$ cat config.mk
export PLATFORM = sky130hd
export DESIGN_NAME = ysyx_23060191_lsu_fsm
export DESIGN_NICKNAME = d
export VERILOG_FILES = /design/src/rtl/ysyx_23060191_lsu_fsm_pkg.sv /design/src/rtl/ysyx_23060191_lsu_fsm_align.sv /design/src/rtl/ysyx_23060191_lsu_fsm.sv
export SDC_FILE = /design/constraint.sdc
export NUM_CORES = 1
export LEC_CHECK = 0
export BUFFER_PORTS_ARGS = -buffer_cell sky130_fd_sc_hd__buf_4
export CAP_MARGIN = 20
export CORE_AREA = 8 8 128 130
export CTS_CLUSTER_DIAMETER = 80
export CTS_CLUSTER_SIZE = 40
export DETAILED_ROUTE_END_ITERATION = 7
export DIE_AREA = 0 0 136 138
export PLACE_DENSITY = 0.75
export SYNTH_ARGS = -nofsm -noshare
export SYNTH_HDL_FRONTEND = slang
export SYNTH_SLANG_ARGS = --single-unit
$ cat constraint.sdc
create_clock -name clk -period 3.6 [get_ports clk]
set_input_delay 0.54 -clock clk [delete_from_list [all_inputs] [get_ports clk]]
set_output_delay 0.54 -clock clk [all_outputs]
set_load 0.1 [all_outputs]
$ cat src/rtl/ysyx_23060191_lsu_fsm_pkg.sv
// Shared definitions for the multi-cycle LSU: operation codes, response error codes
// and the FSM state encoding.
package ysyx_23060191_lsu_fsm_pkg;

   localparam int LSU_OPT_WIDTH = 4;

   // op = {unsigned, size[1:0], store}
   localparam logic [LSU_OPT_WIDTH-1:0] LSU_LB  = 4'b0000;
   localparam logic [LSU_OPT_WIDTH-1:0] LSU_LH  = 4'b0010;
   localparam logic [LSU_OPT_WIDTH-1:0] LSU_LW  = 4'b0100;
   localparam logic [LSU_OPT_WIDTH-1:0] LSU_LD  = 4'b0110;
   localparam logic [LSU_OPT_WIDTH-1:0] LSU_LBU = 4'b1000;
   localparam logic [LSU_OPT_WIDTH-1:0] LSU_LHU = 4'b1010;
   localparam logic [LSU_OPT_WIDTH-1:0] LSU_LWU = 4'b1100;
   localparam logic [LSU_OPT_WIDTH-1:0] LSU_SB  = 4'b0001;
   localparam logic [LSU_OPT_WIDTH-1:0] LSU_SH  = 4'b0011;
   localparam logic [LSU_OPT_WIDTH-1:0] LSU_SW  = 4'b0101;
   localparam logic [LSU_OPT_WIDTH-1:0] LSU_SD  = 4'b0111;

   localparam logic [1:0] LSU_ERR_OK       = 2'b00;
   localparam logic [1:0] LSU_ERR_MISALIGN = 2'b01;
   localparam logic [1:0] LSU_ERR_TIMEOUT  = 2'b10;
   localparam logic [1:0] LSU_ERR_ILLEGAL  = 2'b11;

   typedef enum logic [1:0] {
      LSU_IDLE = 2'd0,
      LSU_REQ  = 2'd1,
      LSU_WAIT = 2'd2,
      LSU_RESP = 2'd3
   } lsu_state_e;

endpackage

$ cat src/rtl/ysyx_23060191_lsu_fsm_align.sv
// Combinational lane logic: byte strobes, store-data shift, load extraction/extension
// and the illegal/misaligned classification of an op at a given lane offset.
module ysyx_23060191_lsu_align
   import ysyx_23060191_lsu_fsm_pkg::*;
#(
   parameter int XLEN = 32,
   localparam int NB    = XLEN / 8,
   localparam int OFF_W = $clog2(NB)
) (
   input  logic [LSU_OPT_WIDTH-1:0] op,
   input  logic [OFF_W-1:0]         off,
   input  logic [XLEN-1:0]          wdata,
   input  logic [XLEN-1:0]          rdata,
   output logic [NB-1:0]            wstrb,
   output logic [XLEN-1:0]          wdata_sh,
   output logic [XLEN-1:0]          rdata_ext,
   output logic                     illegal,
   output logic                     misaligned
);
   localparam int SHW = $clog2(XLEN);

   logic            is_store;
   logic            is_uns;
   logic [1:0]      size;
   logic [3:0]      nbytes;
   logic [XLEN-1:0] shifted;
   logic [XLEN-1:0] top_just;
   logic [SHW-1:0]  sh_amt;

   assign is_store = op[0];
   assign size     = op[2:1];
   assign is_uns   = op[3];
   assign nbytes   = 4'd1 << size;

   assign wdata_sh   = wdata << {off, 3'b000};
   assign shifted    = rdata >> {off, 3'b000};
   assign misaligned = |(off & OFF_W'(nbytes - 4'd1));

   for (genvar gi = 0; gi < NB; gi++) begin : g_strb
      assign wstrb[gi] = is_store && (gi >= int'(off)) && (gi < int'(off) + int'(nbytes));
   end

   // An unsigned doubleword load has no defined op, so it is rejected with the rest.
   always_comb begin
      illegal = 1'b0;
      if (is_store && is_uns)
         illegal = 1'b1;
      if (size == 2'b11 && (XLEN == 32 || is_uns))
         illegal = 1'b1;
      if (size == 2'b10 && is_uns && XLEN == 32)
         illegal = 1'b1;
   end

   // Move the access to the top of the word, then shift back arithmetically or logically.
   always_comb begin
      case (size)
         2'b00:   sh_amt = SHW'(XLEN - 8);
         2'b01:   sh_amt = SHW'(XLEN - 16);
         2'b10:   sh_amt = SHW'(XLEN - 32);
         default: sh_amt = '0;
      endcase
      top_just = shifted << sh_amt;
      if (is_uns)
         rdata_ext = top_just >> sh_amt;
      else
         rdata_ext = $unsigned($signed(top_just) >>> sh_amt);
   end

endmodule

$ cat src/rtl/ysyx_23060191_lsu_fsm.sv
// Multi-cycle load/store unit: one request at a time from EXU, SRAM-style memory bus,
// formatted result or error code back to WBU.
module ysyx_23060191_lsu_fsm
   import ysyx_23060191_lsu_fsm_pkg::*;
#(
   parameter int XLEN    = 32,
   parameter int ADDR_W  = 32,
   parameter int TIMEOUT = 255
) (
   input  logic                     clk,
   input  logic                     rstn,
   input  logic                     req_valid,
   output logic                     req_ready,
   input  logic [LSU_OPT_WIDTH-1:0] req_op,
   input  logic [ADDR_W-1:0]        req_addr,
   input  logic [XLEN-1:0]          req_wdata,
   output logic                     mem_req_valid,
   input  logic                     mem_req_ready,
   output logic                     mem_we,
   output logic [ADDR_W-1:0]        mem_addr,
   output logic [XLEN-1:0]          mem_wdata,
   output logic [XLEN/8-1:0]        mem_wstrb,
   input  logic                     mem_rsp_valid,
   input  logic [XLEN-1:0]          mem_rdata,
   output logic                     rsp_valid,
   input  logic                     rsp_ready,
   output logic [XLEN-1:0]          rsp_data,
   output logic [1:0]               rsp_err
);
   localparam int NB    = XLEN / 8;
   localparam int OFF_W = $clog2(NB);
   localparam int CNT_W = (TIMEOUT > 0) ? $clog2(TIMEOUT + 1) : 1;
   localparam logic [CNT_W-1:0] CNT_MAX = CNT_W'(TIMEOUT);

   lsu_state_e               state_reg, state_next;
   logic [LSU_OPT_WIDTH-1:0] op_reg, op_next;
   logic [ADDR_W-1:0]        addr_reg, addr_next;
   logic [XLEN-1:0]          wdata_reg, wdata_next;
   logic [CNT_W-1:0]         cnt_reg, cnt_next;
   logic [XLEN-1:0]          rsp_data_reg, rsp_data_next;
   logic [1:0]               rsp_err_reg, rsp_err_next;

   logic                     in_idle;
   logic [LSU_OPT_WIDTH-1:0] al_op;
   logic [OFF_W-1:0]         al_off;
   logic [NB-1:0]            al_wstrb;
   logic [XLEN-1:0]          al_wdata;
   logic [XLEN-1:0]          al_rdata_ext;
   logic                     al_illegal;
   logic                     al_misaligned;

   // In IDLE the aligner classifies the incoming request; afterwards it serves the latched one.
   assign in_idle = (state_reg == LSU_IDLE);
   assign al_op   = in_idle ? req_op : op_reg;
   assign al_off  = in_idle ? req_addr[OFF_W-1:0] : addr_reg[OFF_W-1:0];

   ysyx_23060191_lsu_align #(.XLEN(XLEN)) u_align (
      .op         (al_op),
      .off        (al_off),
      .wdata      (wdata_reg),
      .rdata      (mem_rdata),
      .wstrb      (al_wstrb),
      .wdata_sh   (al_wdata),
      .rdata_ext  (al_rdata_ext),
      .illegal    (al_illegal),
      .misaligned (al_misaligned)
   );

   always_ff @(posedge clk or negedge rstn) begin
      if (!rstn) begin
         state_reg    <= LSU_IDLE;
         op_reg       <= '0;
         addr_reg     <= '0;
         wdata_reg    <= '0;
         cnt_reg      <= '0;
         rsp_data_reg <= '0;
         rsp_err_reg  <= LSU_ERR_OK;
      end else begin
         state_reg    <= state_next;
         op_reg       <= op_next;
         addr_reg     <= addr_next;
         wdata_reg    <= wdata_next;
         cnt_reg      <= cnt_next;
         rsp_data_reg <= rsp_data_next;
         rsp_err_reg  <= rsp_err_next;
      end
   end

   always_comb begin
      state_next    = state_reg;
      op_next       = op_reg;
      addr_next     = addr_reg;
      wdata_next    = wdata_reg;
      cnt_next      = cnt_reg;
      rsp_data_next = rsp_data_reg;
      rsp_err_next  = rsp_err_reg;
      case (state_reg)
         LSU_IDLE: begin
            if (req_valid) begin
               op_next       = req_op;
               addr_next     = req_addr;
               wdata_next    = req_wdata;
               cnt_next      = '0;
               rsp_data_next = '0;
               rsp_err_next  = LSU_ERR_OK;
               if (al_illegal) begin
                  rsp_err_next = LSU_ERR_ILLEGAL;
                  state_next   = LSU_RESP;
               end else if (al_misaligned) begin
                  rsp_err_next = LSU_ERR_MISALIGN;
                  state_next   = LSU_RESP;
               end else begin
                  state_next = LSU_REQ;
               end
            end
         end
         LSU_REQ: begin
            if (mem_req_ready) begin
               cnt_next   = '0;
               state_next = LSU_WAIT;
            end
         end
         LSU_WAIT: begin
            if (mem_rsp_valid) begin
               rsp_data_next = op_reg[0] ? '0 : al_rdata_ext;
               rsp_err_next  = LSU_ERR_OK;
               state_next    = LSU_RESP;
            end else if (TIMEOUT != 0 && cnt_reg == CNT_MAX) begin
               rsp_data_next = '0;
               rsp_err_next  = LSU_ERR_TIMEOUT;
               state_next    = LSU_RESP;
            end else begin
               cnt_next = cnt_reg + CNT_W'(1);
            end
         end
         LSU_RESP: begin
            if (rsp_ready)
               state_next = LSU_IDLE;
         end
         default: state_next = LSU_IDLE;
      endcase
   end

   // Bus outputs are forced to zero outside their owning state so reset and idle read as 0.
   assign req_ready     = rstn && in_idle;
   assign mem_req_valid = (state_reg == LSU_REQ);
   assign mem_we        = mem_req_valid && op_reg[0];
   assign mem_addr      = mem_req_valid ? {addr_reg[ADDR_W-1:OFF_W], {OFF_W{1'b0}}} : '0;
   assign mem_wdata     = mem_req_valid ? al_wdata : '0;
   assign mem_wstrb     = mem_req_valid ? al_wstrb : '0;
   assign rsp_valid     = (state_reg == LSU_RESP);
   assign rsp_data      = rsp_valid ? rsp_data_reg : '0;
   assign rsp_err       = rsp_valid ? rsp_err_reg : LSU_ERR_OK;

endmodule

==> results.sh <==
export IMPL_grt_setup_unrepaired="yes"
export IMPL_dp_hpwl_um=15100
export IMPL_vias=5724
export IMPL_htreeDepth=3
export IMPL_multiInputGateArea_um2=3560
export IMPL_clk_pin_slew_ps=70
export IMPL_ys_async_sr_fraction_pct=100
export IMPL_yosysMostFrequentCell="dfrtp_1"
export IMPL_fp_dieArea_um2=18800
export IMPL_pre_cts_ws_ps=95.5
export IMPL_ant_nets=0
export IMPL_via_per_inst=5.59
export IMPL_routabilityCongestion=0.912
export IMPL_grtUsageTotal_pct=21.4
export IMPL_cp_max_fo=5
export IMPL_synth_largest_area_cell="dfrtp_1"
export IMPL_postCtsHoldBufs=0
export IMPL_grt_overflow=0
export IMPL_timing_fmax_ghz=0.278
export IMPL_n_antenna_cell=0
export IMPL_cts_tree="done"
export IMPL_worstSetupEndpointType="output port"
export IMPL_clk_latency_ps=360
export IMPL_rr_worst_depth=8
export IMPL_fin_skew_ps=6.50
export IMPL_netlist_top_cells_area="dfrtp_1 (43%), mux2_2 (12%), and2_1 (6.6%)"
export IMPL_synth_edf_count=0
export IMPL_die_y_um=138
export IMPL_worst_slew_pin_slew_ps=910
export IMPL_ys_warn_count=0
export IMPL_ys_seq_area_share_pct=43.5
export IMPL_hold_path_class="in2async"
export IMPL_fin_ws_ps=3.54
export IMPL_drcViolationCount=0
export IMPL_fin_setup_tns_ps=0
export IMPL_antenna_found_initial=0
export IMPL_seqCellArea_um2=2800
export IMPL_reg2reg_slack_ps=660
export IMPL_instances_no_fill=1024
export IMPL_num_rows=44
export IMPL_cts_root_buf="clkbuf_16"
export IMPL_critical_path_class="reg2out"
export IMPL_start_util_pct=45.0
export IMPL_critPathArrivalTime_ps=3060
export IMPL_grt_pass1_wl_um=32400
export IMPL_crit_required_ps=3060
export IMPL_status="finished clean"
export IMPL_synth_ff_type="dfrtp_1"
export IMPL_fillers=1228
export IMPL_start_kind="flop"
export IMPL_grt_pass1_vias=5957
export IMPL_core_um2=14300
export IMPL_finalCritPeriodShare_pct=99.9
export IMPL_finalHoldViolCount=0
export IMPL_utilization_pct=60.6
export IMPL_synth_area_um2=6450
export IMPL_cts_inserted_buffers=9
export IMPL_r2r_end="rsp_data_reg[16]$_DFFE_PN0P_"
export IMPL_num_io_pins=212
export IMPL_max_cap_violations=0
export IMPL_drt_iter0_drc=470
export IMPL_port_buffers=209
export IMPL_drive_gt1_share_pct=43.2
export IMPL_synth_top_area_share_pct=43.5
export IMPL_first_pass_iters=8
export IMPL_post_drt_wl_per_cell_um=19.8
export IMPL_slew_viol_final=0
export IMPL_ys_top_cells_by_count="dfrtp_1 (112), nand2_1 (85), mux2_2 (70)"
export IMPL_clock_sinks=112
export IMPL_cts_buffer_depth=2
export IMPL_drt_wl_total_um=20300
export IMPL_die_w_um=136
export IMPL_setup_viol=0
export IMPL_syn_to_final_growth_pct=34.6
export IMPL_ys_ff_latch=112
export IMPL_reg2reg_from="state_reg[0]$_DFFE_PN0P_"
export IMPL_maxSlewHeadroom_pct=39.3
export IMPL_syn_area_per_cell_um2=10.1
export IMPL_ys_types=63
export IMPL_post_route_min_period_ps=3600
export IMPL_netlist_instances=640
export IMPL_grt_max_degree=71
export IMPL_place_inst=1003
export IMPL_nets=949
[critical path, stage by stage (launching register included)]
cell and delay, ps:
dfrtp_1 420, inv_2 110, ha_4 190, mux2i_4 240, inv_2 70, ha_4 160, fa_2 410, nand3b_1 100
o21ai_1 80, o21ai_2 190, nor2_2 100, a2111oi_4 350, buf_6 280
[how the worst max path moves through the flow]
stage	startpoint	end	slack, ps
after floorplan	state_reg[1]$_DFFE_PN0P_	mem_wstrb[0]	-380
after global routing	state_reg[0]$_DFFE_PN0P_	mem_wstrb[0]	-130
after detailed placement	state_reg[1]$_DFFE_PN0P_	mem_wstrb[0]	100
after CTS	state_reg[0]$_DFFE_PN0P_	mem_wstrb[0]	20
final	state_reg[0]$_DFFE_PN0P_	mem_wstrb[0]	4
after global placement	state_reg[1]$_DFFE_PN0P_	mem_wstrb[0]	160
[what timing repair did]
action,4_1_cts,5_1_grt
buffers inserted,3,1
endpoints found under the hold margin,0,0
endpoints found under the setup margin,3,12
pin swaps,2,0
gates resized for setup,2,3
[cell families (layout without fill, tap and decap cells)]
logic type,count (synthesis),count (layout),share of synthesized area [%]
flip-flops,112,112,43.5
other,1,2,0.0582
XOR/XNOR,5,5,0.679
AND/OR/NAND/NOR,253,253,20.3
multiplexers,96,96,16.8
adder cells (fa/ha/maj),8,8,1.67
buffers and inverters,55,254,3.98
AO/OA/AOI/OAI,110,110,13.1
[through the flow]
stage                     hold slack [ps]  area [µm²]
after global placement                457        8300
after global routing                  391        8680
after floorplan                       244        6660
final                                 331        8680
after CTS                             350        8630
after detailed placement              469        8300
[cell type report]
cell class	instances	area share, %
clock inverter	7	0.894
multi-input combinational	474	41.1
sequential	112	32.3
clock buffer	9	2.60
inverter	10	0.433
tap	184	2.65
timing repair buffer	228	20.1
[routing by layer]
| metal | global-route usage [%] | wire, µm | vias up |
|---|---|---|---|
| li1 | - | - | 2647 |
| met1 | 26.8 | 8440 | 2828 |
| met2 | 35.4 | 9980 | 222 |
| met3 | 5.80 | 1480 | 27 |
| met4 | 6.07 | 365 | 0 |
| met5 | 0 | 0 | - |
[placed cells by master (no fill, tap or decap), types with 3 or more instances in the layout]
| cell type | Yosys | final |
|---|---|---|
| dfrtp_1 | 112 | 112 |
| mux2i_1 | 19 | 19 |
| and3_1 | 16 | 16 |
| clkbuf_16 | 0 | 9 |
| inv_1 | 8 | 5 |
| mux2_1 | 4 | 4 |
| a22oi_1 | 6 | 6 |
| and2_1 | 68 | 68 |
| o21ai_0 | 14 | 12 |
| and3b_1 | 3 | 3 |
| a211oi_1 | 3 | 3 |
| a21o_1 | 3 | 3 |
| nor2_2 | 1 | 3 |
| nand2_1 | 85 | 84 |
| o21ai_1 | 12 | 13 |
| buf_6 | 2 | 3 |
| a21oi_2 | 0 | 5 |
| mux2_2 | 70 | 70 |
| a32o_1 | 7 | 7 |
| nor3_1 | 6 | 5 |
| nor2b_1 | 17 | 9 |
| o221ai_2 | 3 | 3 |
| ha_1 | 7 | 5 |
| nand3b_1 | 4 | 4 |
| inv_2 | 1 | 4 |
| nor2_1 | 24 | 22 |
| a311oi_2 | 0 | 7 |
| xnor2_1 | 3 | 3 |
| a21oi_1 | 23 | 18 |
| buf_4 | 6 | 223 |
| nand2b_1 | 8 | 8 |
| o221ai_1 | 5 | 5 |
| nor2b_2 | 0 | 8 |
| a222oi_1 | 7 | 7 |
| nand3_1 | 12 | 12 |
Power is not shown: default switching activity piles up to over one toggle a cycle in this logic, so the estimate is an artifact.
